==> src/rtl/button_debouncer_if.sv <==
// Button pad and debounced pulse/level bundle between the pad driver and the debouncer.
interface button_debouncer_if;
  logic button;
  logic button_pressed;
  logic button_released;
  logic button_level;

  modport master (
    output button,
    input  button_pressed,
    input  button_released,
    input  button_level
  );

  modport slave (
    input  button,
    output button_pressed,
    output button_released,
    output button_level
  );
endinterface

==> src/rtl/button_debouncer.sv <==
// Push-button front end: two-flop synchroniser followed by a stability-counting FSM
// that emits exactly one press/release pulse per accepted level change.
module button_debouncer #(
  parameter int Wait = 40000,
  parameter int Size = 16
) (
  input  logic         clock,
  input  logic         reset,
  button_debouncer_if.slave bus
);

  typedef enum logic [1:0] {
    Released    = 2'd0,
    PressWait   = 2'd1,
    Pressed     = 2'd2,
    ReleaseWait = 2'd3
  } state_t;

  localparam logic [Size-1:0] LastCount = Size'(Wait - 1);

  state_t          state;
  logic            s_Sync0;
  logic            s_Sync1;
  logic [Size-1:0] s_Count;

  // The pad is asynchronous; only the second flop is safe to feed the FSM.
  always_ff @(posedge clock) begin
    if (reset) begin
      s_Sync0 <= 1'b0;
      s_Sync1 <= 1'b0;
    end else begin
      s_Sync0 <= bus.button;
      s_Sync1 <= s_Sync0;
    end
  end

  // Counter is cleared on every state entry and only advances below LastCount,
  // so it can never wrap; pulses default low and last a single cycle.
  always_ff @(posedge clock) begin
    if (reset) begin
      state               <= Released;
      s_Count             <= '0;
      bus.button_pressed  <= 1'b0;
      bus.button_released <= 1'b0;
      bus.button_level    <= 1'b0;
    end else begin
      bus.button_pressed  <= 1'b0;
      bus.button_released <= 1'b0;
      case (state)
        Released: begin
          if (s_Sync1) begin
            state   <= PressWait;
            s_Count <= '0;
          end
        end
        PressWait: begin
          if (!s_Sync1) begin
            state   <= Released;
            s_Count <= '0;
          end else if (s_Count == LastCount) begin
            state              <= Pressed;
            s_Count            <= '0;
            bus.button_pressed <= 1'b1;
            bus.button_level   <= 1'b1;
          end else begin
            s_Count <= s_Count + 1'b1;
          end
        end
        Pressed: begin
          if (!s_Sync1) begin
            state   <= ReleaseWait;
            s_Count <= '0;
          end
        end
        ReleaseWait: begin
          if (s_Sync1) begin
            state   <= Pressed;
            s_Count <= '0;
          end else if (s_Count == LastCount) begin
            state               <= Released;
            s_Count             <= '0;
            bus.button_released <= 1'b1;
            bus.button_level    <= 1'b0;
          end else begin
            s_Count <= s_Count + 1'b1;
          end
        end
        default: begin
          state            <= Released;
          s_Count          <= '0;
          bus.button_level <= 1'b0;
        end
      endcase
    end
  end

endmodule

==> src/flat_wrapper.sv <==
// flat-port wrapper written by rule: the top's interface ports become plain ports
module button_debouncer_flat 
#(
  parameter int Wait = 40000,
  parameter int Size = 16
)
  (clock, reset, bus_button, bus_button_pressed, bus_button_released, bus_button_level);
  button_debouncer_if bus_i ();
  input  logic clock;
  input  logic reset;
  input wire logic [$bits(bus_i.button)-1:0] bus_button;
  output wire logic [$bits(bus_i.button_pressed)-1:0] bus_button_pressed;
  output wire logic [$bits(bus_i.button_released)-1:0] bus_button_released;
  output wire logic [$bits(bus_i.button_level)-1:0] bus_button_level;
  assign bus_i.button = bus_button;
  assign bus_button_pressed = bus_i.button_pressed;
  assign bus_button_released = bus_i.button_released;
  assign bus_button_level = bus_i.button_level;
  button_debouncer #(.Wait(Wait), .Size(Size)) u_core (.clock(clock), .reset(reset), .bus(bus_i));
endmodule
==> config.mk <==
export PLATFORM = sky130hd
export DESIGN_NAME = button_debouncer_flat
export DESIGN_NICKNAME = d
export VERILOG_FILES = /design/src/rtl/button_debouncer_if.sv /design/src/rtl/button_debouncer.sv /design/src/flat_wrapper.sv
export SDC_FILE = /design/constraint.sdc
export NUM_CORES = 1
export LEC_CHECK = 0
export BUFFER_PORTS_ARGS = -buffer_cell sky130_fd_sc_hd__buf_2
export CORE_ASPECT_RATIO = 0.75
export CORE_MARGIN = 2
export CORE_UTILIZATION = 40
export DETAILED_ROUTE_END_ITERATION = 8
export GPL_ROUTABILITY_DRIVEN = 0
export GPL_TIMING_DRIVEN = 0
export PLACE_DENSITY_LB_ADDON = 0.15
export REMOVE_ABC_BUFFERS = 1
export SLEW_MARGIN = 20
export SYNTH_ARGS = -nofsm -noshare
export SYNTH_HDL_FRONTEND = slang
export SYNTH_SLANG_ARGS = --single-unit
==> constraint.sdc <==
create_clock -name clock -period 2.4 [get_ports clock]
set_input_delay 0.48 -clock clock [delete_from_list [all_inputs] [get_ports clock]]
set_output_delay 0.48 -clock clock [all_outputs]
set_load 0.05 [all_outputs]
* Word level (Yosys, flattened, before mapping)
Index checks and enable logic that the tools add are counted.
** Operators by class
- Add/subtract/negate cells :: 1
- Eq/ne operators :: 12
- Muxes and demuxes :: 19
- Bitwise gates (word level) :: 3
- Reductions and logical operators :: 7
** Operator list (number)
- two-way mux 16 bit :: 5
- case mux 16 bit (4 select lines) :: 1
- adder 16 x 1 -> 16 bit (second input constant) :: 1
- equality test 16 bit (second input constant) :: 1
- two-way mux 2 bit :: 6
- != test 2 x 1 -> 1 bit (second input constant) :: 4
- case mux 2 bit (4 select lines) :: 1
- OR reduction 3 bit :: 2
- two-way mux 1 bit :: 5
- AND reduction 5 bit :: 1
- equality test 2 bit (second input constant) :: 2
- != test 2 bit (second input constant) :: 2
- AND reduction 4 bit :: 1
- != test 3 x 1 -> 1 bit (second input constant) :: 1
- != test 3 bit (second input constant) :: 1
- inverter 1 bit :: 3
- equality test 2 x 1 -> 1 bit (second input constant) :: 1
- logical NOT 2 bit :: 1
- case mux 1 bit (2 select lines) :: 1
- AND reduction 2 bit :: 1
- nonzero test 2 bit :: 1
** Word-level totals
- Register bits :: 23
- Bits of input ports :: 3
- Output and inout bits :: 3
- Word-level logic and storage cells :: 49

* Logic depth before layout (Yosys ltp)
- Depth after elaboration :: 4
- Depth in mapped cells :: 7
- Depth with buffers taken out :: 6

* Worst setup path after synthesis
OpenSTA, ideal clock, no wires.
- Path kind :: reg2reg
- From :: register u_core.s_Count[7]
- To :: register u_core.s_Count[15]
- Library setup time :: 122 ps
- Arrival :: 1703 ps
- Data required time :: 2278 ps
- Path slack :: 576 ps
- Stages on the path, launching flop included :: 6
- Path buffers :: 0
- Clock period less this slack :: 1824 ps
- Cell sequence :: dfxtp_1 -> or4b_4 -> nor4_4 -> a21oi_2 -> and3_1 -> a221o_1
** Between the ends
- Longest elaborated chain between the ends :: 4
- Elaborated cells between the ends (all ways) :: 6
- Those cells by class :: add/sub: 1; eq/ne: 1; mux: 4
** Ends and longest elaborated chain
- from (decl) :: RTL line button_debouncer.sv:24 : logic [Size-1:0] s_Count;
- from (signal assigned) :: RTL line button_debouncer.sv:66 : s_Count <= s_Count + 1'b1;
- from (signal assigned) :: RTL line button_debouncer.sv:85 : s_Count <= s_Count + 1'b1;
- adder 16 x 1 -> 16 bit / equality test 16 bit (equally long branches)
- two-way mux 16 bit * :: RTL line button_debouncer.sv:60, button_debouncer.sv:79
- two-way mux 16 bit (on tied branches) :: RTL line button_debouncer.sv:76, button_debouncer.sv:57
- case mux 16 bit (4 select lines) * :: RTL line button_debouncer.sv:49 : case (state)
Mark *: on every way between the ends. The rest lies on a longest branch, timed or not.
A chain may end at the register's enable or synchronous reset.

* Worst setup path after layout
- From :: register u_core.s_Count[0]
- To :: register u_core.s_Count[15]
The elaborated chain is that of the path after synthesis.

==> results.cfg <==
[outcome]
status = finished clean

[final_layout]
diodes = 0
area_delta_synth_final_pct = 14.2
final_cell_area_um2 = 1260
nFillCells = 251
nets = 150
drive_gt1_share_pct = 12.4

[grt]
antenna_found_initial = 0
overflow = 0
grt_pass1_wl_mm = 3.86
grt_pass1_vias = 804
grt_usage_pct = 15.4
grt_start_max_net_pins = 20

[timing]
max_freq_mhz = 479
slew_headroom_pct = 67.3
rsz0062_at_grt = false
finalCriticalPeriod_ns = 2.09
clock_skew_ns = 0.00290
hold_viol_final = 0
worstMarginPinSlew_ns = 0.486
fin_crit_sh_pct = 86.9
fin_tns_setup_ns = 0
finalSetupViolations = 0
layout_setup_ws_ns = 0.314
holdWs_ns = 0.447
report.final.slew_viol_count = 0

[placed_design]
dpl.hpwl_mm = 1.60
dp_slack_ns = 0.0874
place_area_um2 = 1170
port_buffers = 5

[detailed_routing]
wl_per_cell_um = 12.7
final_antenna_net_count = 0
drtIter0Drc = 30
vias = 950
via_per_inst = 5.25
first_pass_iters = 4
drc_errors = 0
drt-total-wl_mm = 2.29

[clocking]
htreeDepth = 1
cts_buffer_depth = 2
clk_latency_ns = 0.26
cts_buffers = 3
ctsHoldBuffers = 0
clkTransAtPathRegs_ns = 0.08
cts_sinks = 23
cts_root_buffer = clkbuf_8
cts_tree = done

[floorplanning]
die_area_um2 = 3200
die_w_um = 64.7
start_util_pct = 42.1
die_h_um = 49.5
ioPinCount = 6
core-area_um2 = 2620
num_rows = 16

[setup_path]
path_cells = ha_1 > nand3_1 > nor3_1 > a21oi_4 > buf_4 > and3_1 > a221o_1
crit_path_start = u_core.s_Count[0]
worstSetupPathType = reg2reg
worstPathArrival_ns = 2.24
cp-end-kind = flop
critPathMaxFanout = 6
startpoint_type = flop
slowest_delay_ns = 0.44
crit_path_top_delay_cell = nor3_1
cp_data_required_time_ns = 2.55
r2r-start = u_core.s_Count[0]

[job]
maxCapViolCount = 0

[logic_synthesis]
synthMuxAreaShare_pct = 1.81
synthXorXnorAreaFrac_pct = 1.59
synth_compound_area_share_pct = 13.6
synth_edf_count = 0
synthSimpleGateAreaFrac_pct = 38.1
synth_top_family_by_area = simple AND/OR/NAND/NOR gates
yosysWarnings = 0
synthArstFlopShare_pct = 0
syn_avg_cell_area_um2 = 8.24
synthCells = 134
ys_ff_latch = 23
synthAdderAreaFrac_pct = 1.13
synth_seq_area_share_pct = 41.7
ys_types = 39
netlist_area_um2 = 1100
synth_top_flop_cell = dfxtp_1

[worst_hold_path]
hold_path_class = in2reg
worstHoldStart = bus_button

[power_and_ir_drop]
power.share.clock_pct = 35.6
p_seq_share_pct = 59.7
ir_worst_vdd_v = 0.000242
p_int_mw = 0.514
leakage_nw = 0.502
pwr-share-comb_pct = 4.7
power_switching_mw = 0.136
p_total_mw = 0.650
switching_share_pct = 21.0
powerDensity_nw_per_um2 = 515
cell type report:
class	instances	area [um2]	share of cell area, %
sequential	23	460	36.5
clock buffer	4	45.0	3.57
timing repair buffer	11	70.1	5.56
tap	36	45.0	3.57
inverter	2	7.51	0.595
multi-input combinational	105	633	50.2
worst max-delay path, delay by kind of cell (launching register included):
| family | cells | cell delay [ns] |
|---|---|---|
| AOI/OAI and AO/OA | 2 | 0.39 |
| DFF | 1 | 0.42 |
| adders and majority gates | 1 | 0.22 |
| and+or+nand+nor | 3 | 0.79 |
| buffers and inverters | 1 | 0.16 |
repair_timing:
item | in CTS | in global routing
buffers inserted | 0 | 5
resized for setup | 0 | 1
setup endpoints to repair | 0 | 13
stage by stage:
step | std cells | utilization, %
finish | 181 | 48.1
global placement | 171 | 44.2
floorplan | 130 | -
CTS | 176 | 46.4
detailed placement | 172 | 44.7
global route | 181 | 48.1
worst paths after layout:
kind,endpoint,slack [ns],depth (start not counted)
worst min-delay path,u_core.s_Sync0,0.45,2
worst max-delay path,u_core.s_Count[15],0.31,7
worst max register to register,u_core.s_Count[15],0.31,7
worst min register to register,u_core.s_Sync1,0.45,1
cell usage after synthesis, types with 2 or more instances:
cell	count	share of area, %
a21o_1	2	1.4
a21oi_1	4	1.8
a22o_1	3	2.4
a22oi_1	2	1.4
a31oi_1	2	1.1
and3_1	3	1.7
clkbuf_1	2	0.68
dfxtp_1	23	42
inv_1	2	0.68
mux2i_1	2	1.8
nand2_1	23	7.8
nand3_1	10	4.5
nand3b_1	2	1.4
nand4_1	3	1.7
nor2_1	11	3.7
nor2b_1	4	2.3
nor3_1	8	3.6
nor3b_1	3	2.0
o21ai_0	2	0.91
o21ai_1	2	0.91
or3_1	3	1.7
per-layer routing:
layer	vias up	share of wire, %	global-route usage [%]	wire length, um
li1	505	-	-	-
met1	422	55	24.0	1260
met2	21	40	20.8	919
met3	2	4.6	4.79	106
met4	0	0.35	2.13	8
met5	-	0	0	0
power groups by stage:
stage | registers (mW) | clock network [mW] | logic [mW]
after CTS | 0.388 | 0.243 | 0.0295
after global routing | 0.389 | 0.263 | 0.0336
after global placement | 0.397 | 0 | 0.0264
final | 0.388 | 0.232 | 0.0304
after detailed placement | 0.397 | 0 | 0.0295
after floorplan | 0.402 | 0 | 0.0129
logic make-up (layout without fill, tap and decap cells):
logic type,Yosys count,count (layout)
xor gates and xnor gates,2,2
and+or+nand+nor,78,78
buffers and inverters,6,17
AOI/OAI and AO/OA,22,22
DFF,23,23
muxes,2,2
adders and majority gates,1,1
placed cells by master, fill, tap and decap left out, drive strengths merged, types with 4 or more instances in the layout:
master,instances
nor2,11
clkbuf,4
o21ai,4
nand2,23
dfxtp,23
buf,11
nor3,8
a21oi,5
nor2b,4
nand3,10
flip-flops by register name, summed over array words and instances, names as in the netlist, named ones only:
signal / cells
u_core.bus.button_level: 1
u_core.bus.button_pressed: 1
u_core.bus.button_released: 1
u_core.s_Count: 16
u_core.s_Sync0: 1
u_core.s_Sync1: 1
u_core.state: 1
(Power assumes the default switching activity.)
